`src/rtl/hangman_gfx_pkg.sv`:
```
// Shared encodings, colours and hangman part geometry for the hangman plotter.
package hangman_gfx_pkg;

  localparam int unsigned XW        = 8;
  localparam int unsigned YW        = 7;
  localparam int unsigned COLW      = 3;
  localparam int unsigned NUM_SLOTS = 5;
  localparam int unsigned PARTW     = 3;
  localparam int unsigned SCREEN_W  = 160;
  localparam int unsigned SCREEN_H  = 120;

  localparam logic [COLW-1:0] COL_LETTER = 3'b010;
  localparam logic [COLW-1:0] COL_PART   = 3'b111;
  localparam logic [COLW-1:0] COL_BG     = 3'b000;

  typedef enum logic [1:0] {
    ST_IDLE = 2'd0,
    ST_LOAD = 2'd1,
    ST_PLOT = 2'd2
  } state_e;

  typedef enum logic [1:0] {
    JOB_CLR    = 2'd0,
    JOB_LETTER = 2'd1,
    JOB_PART   = 2'd2
  } job_e;

  typedef struct packed {
    logic [XW-1:0] x0;
    logic [YW-1:0] y0;
    logic [XW-1:0] w;
    logic [YW-1:0] h;
  } rect_t;

  localparam rect_t PART_HEAD  = '{x0: 8'd70, y0: 7'd20, w: 8'd8,  h: 7'd8};
  localparam rect_t PART_BODY  = '{x0: 8'd73, y0: 7'd28, w: 8'd2,  h: 7'd20};
  localparam rect_t PART_LARM  = '{x0: 8'd63, y0: 7'd32, w: 8'd10, h: 7'd2};
  localparam rect_t PART_RARM  = '{x0: 8'd75, y0: 7'd32, w: 8'd10, h: 7'd2};
  localparam rect_t PART_LLEG  = '{x0: 8'd66, y0: 7'd48, w: 8'd7,  h: 7'd2};
  localparam rect_t PART_RLEG  = '{x0: 8'd75, y0: 7'd48, w: 8'd7,  h: 7'd2};

  // k is the 1-based part number; values outside 1..6 never reach here
  function automatic rect_t part_rect(input logic [PARTW-1:0] k);
    rect_t r;
    case (k)
      3'd1:    r = PART_HEAD;
      3'd2:    r = PART_BODY;
      3'd3:    r = PART_LARM;
      3'd4:    r = PART_RARM;
      3'd5:    r = PART_LLEG;
      3'd6:    r = PART_RLEG;
      default: r = PART_HEAD;
    endcase
    return r;
  endfunction

endpackage

```
`src/rtl/rect_sweeper.sv`:
```
// Raster-scans one rectangle, one pixel per cycle; x is the inner loop.
module rect_sweeper
  import hangman_gfx_pkg::*;
(
  input  logic          clk,
  input  logic          resetn,
  input  logic          start,
  input  logic [XW-1:0] x0,
  input  logic [YW-1:0] y0,
  input  logic [XW-1:0] w,
  input  logic [YW-1:0] h,
  output logic [XW-1:0] x,
  output logic [YW-1:0] y,
  output logic          active,
  output logic          last
);

  logic [XW-1:0] x_q, x_d, x0_q, x0_d, xend_q, xend_d;
  logic [YW-1:0] y_q, y_d, yend_q, yend_d;
  logic          active_q, active_d, last_q, last_d;

  // last is registered alongside x/y so it flags the pixel currently presented
  always_comb begin
    x_d      = x_q;
    y_d      = y_q;
    x0_d     = x0_q;
    xend_d   = xend_q;
    yend_d   = yend_q;
    active_d = active_q;
    if (start) begin
      x0_d     = x0;
      xend_d   = x0 + w - 8'd1;
      yend_d   = y0 + h - 7'd1;
      x_d      = x0;
      y_d      = y0;
      active_d = 1'b1;
    end else if (active_q) begin
      if (last_q) begin
        active_d = 1'b0;
      end else if (x_q == xend_q) begin
        x_d = x0_q;
        y_d = y_q + 7'd1;
      end else begin
        x_d = x_q + 8'd1;
      end
    end
    last_d = active_d && (x_d == xend_d) && (y_d == yend_d);
  end

  always_ff @(posedge clk or negedge resetn) begin
    if (!resetn) begin
      x_q      <= '0;
      y_q      <= '0;
      x0_q     <= '0;
      xend_q   <= '0;
      yend_q   <= '0;
      active_q <= 1'b0;
      last_q   <= 1'b0;
    end else begin
      x_q      <= x_d;
      y_q      <= y_d;
      x0_q     <= x0_d;
      xend_q   <= xend_d;
      yend_q   <= yend_d;
      active_q <= active_d;
      last_q   <= last_d;
    end
  end

  assign x      = x_q;
  assign y      = y_q;
  assign active = active_q;
  assign last   = last_q;

endmodule

```
`src/rtl/hangman_plotter.sv`:
```
// Turns newly revealed letters, new hangman parts and clear requests into
// rectangle fill jobs for the framebuffer, one pixel per cycle.
module hangman_plotter
  import hangman_gfx_pkg::*;
#(
  parameter int unsigned LETTER_X0  = 40,
  parameter int unsigned LETTER_Y   = 100,
  parameter int unsigned SLOT_PITCH = 8,
  parameter int unsigned LETTER_W   = 4,
  parameter int unsigned LETTER_H   = 6,
  parameter int unsigned MAX_PARTS  = 6
) (
  input  logic       clk,
  input  logic       resetn,
  input  logic [4:0] letter_mask,
  input  logic [5:0] wrong_count,
  input  logic       clear_req,
  output logic [7:0] x,
  output logic [6:0] y,
  output logic [2:0] colour,
  output logic       plot,
  output logic       busy,
  output logic       done
);

  state_e                 state_q, state_d;
  job_e                   job_q, job_d;
  logic [2:0]             slot_q, slot_d;
  logic [NUM_SLOTS-1:0]   drawn_q, drawn_d;
  logic [PARTW-1:0]       parts_q, parts_d;
  logic                   clr_pend_q, clr_pend_d;
  logic [COLW-1:0]        colour_q, colour_d;
  logic                   busy_q, busy_d;
  logic                   done_q, done_d;

  logic [NUM_SLOTS-1:0]   pend_letters_c;
  logic [2:0]             first_slot_c;
  logic [PARTW-1:0]       sat_parts_c;
  logic                   part_pend_c;
  logic                   sweep_start_c;
  rect_t                  rect_c;
  logic                   sw_active, sw_last;

  // Slot 0 lives in mask bit 4, so the lowest slot is the highest set bit
  always_comb begin
    pend_letters_c = letter_mask & ~drawn_q;
    first_slot_c   = '0;
    for (int b = 0; b < NUM_SLOTS; b++) begin
      if (pend_letters_c[b]) first_slot_c = 3'(NUM_SLOTS - 1 - b);
    end
    sat_parts_c = (wrong_count > 6'(MAX_PARTS)) ? PARTW'(MAX_PARTS)
                                                : wrong_count[PARTW-1:0];
    part_pend_c = (sat_parts_c > parts_q);
  end

  always_comb begin
    state_d       = state_q;
    job_d         = job_q;
    slot_d        = slot_q;
    drawn_d       = drawn_q;
    parts_d       = parts_q;
    clr_pend_d    = clr_pend_q;
    colour_d      = colour_q;
    done_d        = 1'b0;
    sweep_start_c = 1'b0;
    rect_c        = '0;

    case (state_q)
      ST_IDLE: begin
        if (clr_pend_q) begin
          job_d   = JOB_CLR;
          state_d = ST_LOAD;
        end else if (|pend_letters_c) begin
          job_d   = JOB_LETTER;
          slot_d  = first_slot_c;
          state_d = ST_LOAD;
        end else if (part_pend_c) begin
          job_d   = JOB_PART;
          state_d = ST_LOAD;
        end
      end
      ST_LOAD: begin
        sweep_start_c = 1'b1;
        state_d       = ST_PLOT;
        case (job_q)
          JOB_CLR: begin
            rect_c.w   = XW'(SCREEN_W);
            rect_c.h   = YW'(SCREEN_H);
            colour_d   = COL_BG;
            drawn_d    = '0;
            parts_d    = '0;
            clr_pend_d = 1'b0;
          end
          JOB_LETTER: begin
            rect_c.x0 = XW'(LETTER_X0 + SLOT_PITCH * 32'(slot_q));
            rect_c.y0 = YW'(LETTER_Y);
            rect_c.w  = XW'(LETTER_W);
            rect_c.h  = YW'(LETTER_H);
            colour_d  = COL_LETTER;
            drawn_d   = drawn_q | (5'b10000 >> slot_q);
          end
          default: begin
            parts_d  = parts_q + PARTW'(1);
            rect_c   = part_rect(parts_q + PARTW'(1));
            colour_d = COL_PART;
          end
        endcase
      end
      ST_PLOT: begin
        if (sw_last) begin
          state_d = ST_IDLE;
          done_d  = 1'b1;
        end
      end
      default: state_d = ST_IDLE;
    endcase

    // A request arriving during any state is remembered, never dropped
    if (clear_req) clr_pend_d = 1'b1;
    busy_d = (state_d != ST_IDLE);
  end

  always_ff @(posedge clk or negedge resetn) begin
    if (!resetn) begin
      state_q    <= ST_IDLE;
      job_q      <= JOB_CLR;
      slot_q     <= '0;
      drawn_q    <= '0;
      parts_q    <= '0;
      clr_pend_q <= 1'b0;
      colour_q   <= '0;
      busy_q     <= 1'b0;
      done_q     <= 1'b0;
    end else begin
      state_q    <= state_d;
      job_q      <= job_d;
      slot_q     <= slot_d;
      drawn_q    <= drawn_d;
      parts_q    <= parts_d;
      clr_pend_q <= clr_pend_d;
      colour_q   <= colour_d;
      busy_q     <= busy_d;
      done_q     <= done_d;
    end
  end

  rect_sweeper u_sweeper (
    .clk    (clk),
    .resetn (resetn),
    .start  (sweep_start_c),
    .x0     (rect_c.x0),
    .y0     (rect_c.y0),
    .w      (rect_c.w),
    .h      (rect_c.h),
    .x      (x),
    .y      (y),
    .active (sw_active),
    .last   (sw_last)
  );

  assign plot   = sw_active;
  assign colour = colour_q;
  assign busy   = busy_q;
  assign done   = done_q;

endmodule

```
`config.mk`:
```
export PLATFORM = sky130hd
export DESIGN_NAME = hangman_plotter
export DESIGN_NICKNAME = d
export VERILOG_FILES = /design/src/rtl/hangman_gfx_pkg.sv /design/src/rtl/rect_sweeper.sv /design/src/rtl/hangman_plotter.sv
export SDC_FILE = /design/constraint.sdc
export NUM_CORES = 1
export LEC_CHECK = 0
export BUFFER_PORTS_ARGS = -buffer_cell sky130_fd_sc_hd__buf_2
export CAP_MARGIN = 10
export CORE_UTILIZATION = 30
export DETAILED_ROUTE_END_ITERATION = 6
export PLACE_DENSITY = 0.53
export SYNTH_ARGS = -nofsm -noshare
export SYNTH_HDL_FRONTEND = slang
export SYNTH_SLANG_ARGS = --single-unit
export TNS_END_PERCENT = 100
```
`constraint.sdc`:
```
create_clock -name clk -period 4.15 [get_ports clk]
set_input_delay 0.83 -clock clk [delete_from_list [all_inputs] [get_ports clk]]
set_output_delay 0.83 -clock clk [all_outputs]
set_load 0.03 [all_outputs]
```
==> metrics.csv <==
stage,metric,value,unit
run_status,result of the run,finished clean,
final_layout,Final Util,0.376,
worst_setup_path,Worst Setup SP,parts_q[1]$_DFFE_PN0P_,
route,# DRC,0,
yosys,post-synthesis sequential area ratio,0.365,
route,Starting DRT DRC Count,246,
clock_network,root buf cell,clkbuf_16,
final_layout,number of diodes,0,
grt,initial antenna violation count,0,
power_and_ir_drop,combinational share of power,0.593,
final_layout,Layout area overhead,22.8,%
timing,fin worst setup slack,192,ps
grt,first-pass GRT wire length,18200,um
floorplanning,Core Box Area,13200,um^2
yosys,number of flops mapped to enable cells by yosys,0,
yosys,area share of the largest cell type after synthesis,0.365,
timing,Final Hold Viols,0,
timing,f_max,253,MHz
route,Routed Antenna Nets,0,
worst_hold_path,worst min-delay path class,flip-flop to flip-flop,
yosys,synthesized area per cell,8.60,um^2
final_layout,nets,569,
yosys,Yosys Warn Count,0,
yosys,biggest area consumer among synthesized cells,dfrtp_1,
job,max_cap viols,0,
clock_network,CTS tree,yes,
final_layout,post-route cell area,4970,um^2
placed_design,dpl ws,-104,ps
yosys,Post-Syn Instances,470,
yosys,Main synth FF type,dfrtp_1,
worst_setup_path,Crit. End Element,flip-flop,
grt,largest net degree at the start of global routing,40,
floorplanning,die area,13900,um^2
timing,Slew HR,0.404,
power_and_ir_drop,Clk pwr share,0.161,
grt,total track usage,0.166,
worst_setup_path,crit-path max FO,4,
clock_network,clock sinks,59,
placed_design,port bufs,34,
timing,final count of pins violating max slew,0,
power_and_ir_drop,Flop pwr share,0.247,
yosys,#FFs+latches synth,59,
final_layout,Fill cells,1330,
clock_network,clk_lat worst skew,340,ps
clock_network,clk buf depth,2,
yosys,Syn Nets,520,
placed_design,DP HPWL,8200,um
worst_setup_path,CP arrival,4200,ps
grt,total grt overflow,0,
floorplanning,io pins,35,
timing,crit path time final,3960,ps
route,final WL,11000,um
worst_setup_path,Crit Path Category,flip-flop to flip-flop,
yosys,largest cells by area after synthesis,"dfrtp_1, ha_1, nand2_1",
floorplanning,Initial Util,0.306,
final_layout,share of layout cells above drive strength 1,0.214,
timing,Final period util,0.954,
clock_network,"Clk pin slew, worst setup/hold paths",60,ps
power_and_ir_drop,total power per unit cell area,881,nW/um^2
worst_hold_path,min-delay src,u_sweeper.x0_q[6]$_DFFE_PN0P_,
placed_design,GPL Wtd Cong,0.903,
timing,Worst Max-Slew Pin Slew,894,ps
power_and_ir_drop,Max rail drop VDD,0.402,mV
yosys,mapped cell area,4040,um^2
worst_setup_path,startpoint types,flip-flop,
floorplanning,die height,118,um
route,DR vias/cell,5.04,
timing,clk_skew,4.73,ps
power_and_ir_drop,Pint,2.29,mW
route,vias post-DR,3529,
floorplanning,chip width,118,um
power_and_ir_drop,Switch Pwr,2.08,mW
floorplanning,row cnt,42,
yosys,ys async rst share,1.00,
power_and_ir_drop,Leak,2.25,nW
timing,Final Setup Violations,0,
worst_setup_path,worst flop-to-flop path startpoint,parts_q[1]$_DFFE_PN0P_,
power_and_ir_drop,sw frac,0.476,
clock_network,H-tree depth,3,
route,TritonRoute pass-1 iters,4,
placed_design,Placed Area,4490,um^2
worst_setup_path,WP data required,4390,ps
route,Routed wire per std cell,15.8,um
yosys,Netlist cell types,61,
grt,vias in the first global route,3588,
clock_network,CTS Buf Count,9,
-- cell usage in the layout, fill, tap and decap left out, types with 3 or more instances in the layout --
cell type and count:
a21o_1 3, a21oi_1 20, a31oi_1 4, a32oi_1 3, and3_1 4, and4_1 3, buf_2 34, buf_4 19
clkbuf_16 9, clkinvlp_4 4, dfrtp_1 57, ha_1 29, ha_4 4, inv_1 42, mux2i_1 3, nand2_1 61
nand2b_1 9, nand3_1 14, nand4_1 6, nor2_1 38, nor2_2 3, nor2b_1 10, nor3_1 10, nor3_2 3
o211ai_1 4, o21a_1 5, o21ai_0 26, o21ai_1 4, or3_1 5, xnor2_1 16, xor2_1 9
-- cells by family after synthesis --
| kind of cell | count (synthesis) | share of synthesized area |
|---|---|---|
| compound gates | 97 | 0.156 |
| flops | 59 | 0.365 |
| mux | 5 | 0.0127 |
| buf+inv | 60 | 0.0610 |
| simple gates | 184 | 0.224 |
| fa+ha+maj | 36 | 0.115 |
| xor+xnor | 29 | 0.0665 |
-- flip-flops by register name (all words and copies together) (netlist names), 2 cells and up --
name / flops
u_sweeper.x0_q: 7
u_sweeper.y: 7
u_sweeper.yend_q: 7
u_sweeper.xend_q: 8
state_q: 2
parts_q: 3
u_sweeper.x: 8
colour: 2
job_q: 2
drawn_q: 5
slot_q: 3
-- routing by layer --
| metal | global-route usage | share of wire |
|---|---|---|
| met1 | 0.221 | 0.46 |
| met3 | 0.0392 | 0.054 |
| met5 | 0 | 0 |
| met4 | 0.0497 | 0.0071 |
| met2 | 0.266 | 0.48 |
-- worst paths after layout --
kind	endpoint	slack (ps)	cells past startpoint
setup / recovery	u_sweeper.last$_DFF_PN0_	190	18
hold / removal	u_sweeper.x0_q[6]$_DFFE_PN0P_	480	2
setup reg to reg	u_sweeper.last$_DFF_PN0_	190	18
hold reg to reg	u_sweeper.x0_q[6]$_DFFE_PN0P_	480	2
max in group asynchronous	parts_q[2]$_DFFE_PN0P_	2680	2
min in group asynchronous	u_sweeper.x0_q[2]$_DFFE_PN0P_	620	1
-- timing repair --
item | in CTS | in global routing
setup endpoints to repair | 1 | 1
resized for setup | 5 | 35
hold buffers | 0 | 0
hold endpoints to repair | 0 | 0
pin swaps | 0 | 11
buffers inserted | 0 | 2
-- synthesized netlist by cell type, types with 2 or more instances --
master     number
or3_1           5
xnor2_2         2
a211oi_1        2
a21o_1          3
nand4_1         6
a22o_1          2
o211ai_1        4
a32oi_1         3
buf_1           2
or2_2           2
and4_2          2
nand2b_1       10
a2bb2oi_1       2
xnor2_1        17
o21ai_0        29
and3_1          4
clkbuf_1        6
a31oi_1         4
dfrtp_1        59
fa_1            2
nand3_1        14
ha_1           34
o31ai_1         4
buf_4           2
and3b_1         2
xor2_1         10
nand2_1        61
nor2b_1        11
or4_1           3
nand4_2         2
and4_1          3
o21a_1          5
nor3_1         13
o211a_1         2
mux2i_1         4
inv_1          44
buf_2           5
a21oi_1        22
nor2_1         41
-- power groups by stage --
stage	registers (mW)	logic [mW]	clock network [mW]
6_report	1.08	2.59	0.704
5_1_grt	1.12	2.91	0.739
4_1_cts	1.07	2.42	0.723
3_5_place_dp	1.07	2.38	0
3_3_place_gp	1.06	2.36	0
2_1_floorplan	1.12	1.65	0
-- worst max-delay path, cell delays in order, from the launching register on --
cell       delay [ps]
dfrtp_2           430
ha_4              210
xnor2_4           210
nor2_2             70
a21oi_2           210
nand2_1           100
ha_1              280
inv_1              60
ha_2              180
inv_1              70
fa_2              410
nor2b_1           120
o21a_1            150
o21a_1            170
o31ai_2            80
a32oi_1           200
o2111ai_2         180
or4_4             550
a2111oi_4         180
-- per-stage QoR --
stage	TNS, ps	cells	hold slack (ps)	total power [mW]
finish	0	700	480	4.37
global route	-11.5	700	506	4.77
CTS	0	698	474	4.21
detailed placement	-104	682	460	3.45
global placement	-11.4	682	450	3.42
floorplan	0	470	438	2.77
-- cell type report --
class	instances	area (um^2)	area share
multi-input cells	351	2500	0.503
flip-flops and latches	59	1480	0.298
repair buffers	54	324	0.0653
clock buffers	9	225	0.0454
well taps	176	220	0.0443
inverters	44	165	0.0333
clock inverters	7	52.6	0.0106
(Power assumes the default switching activity.)
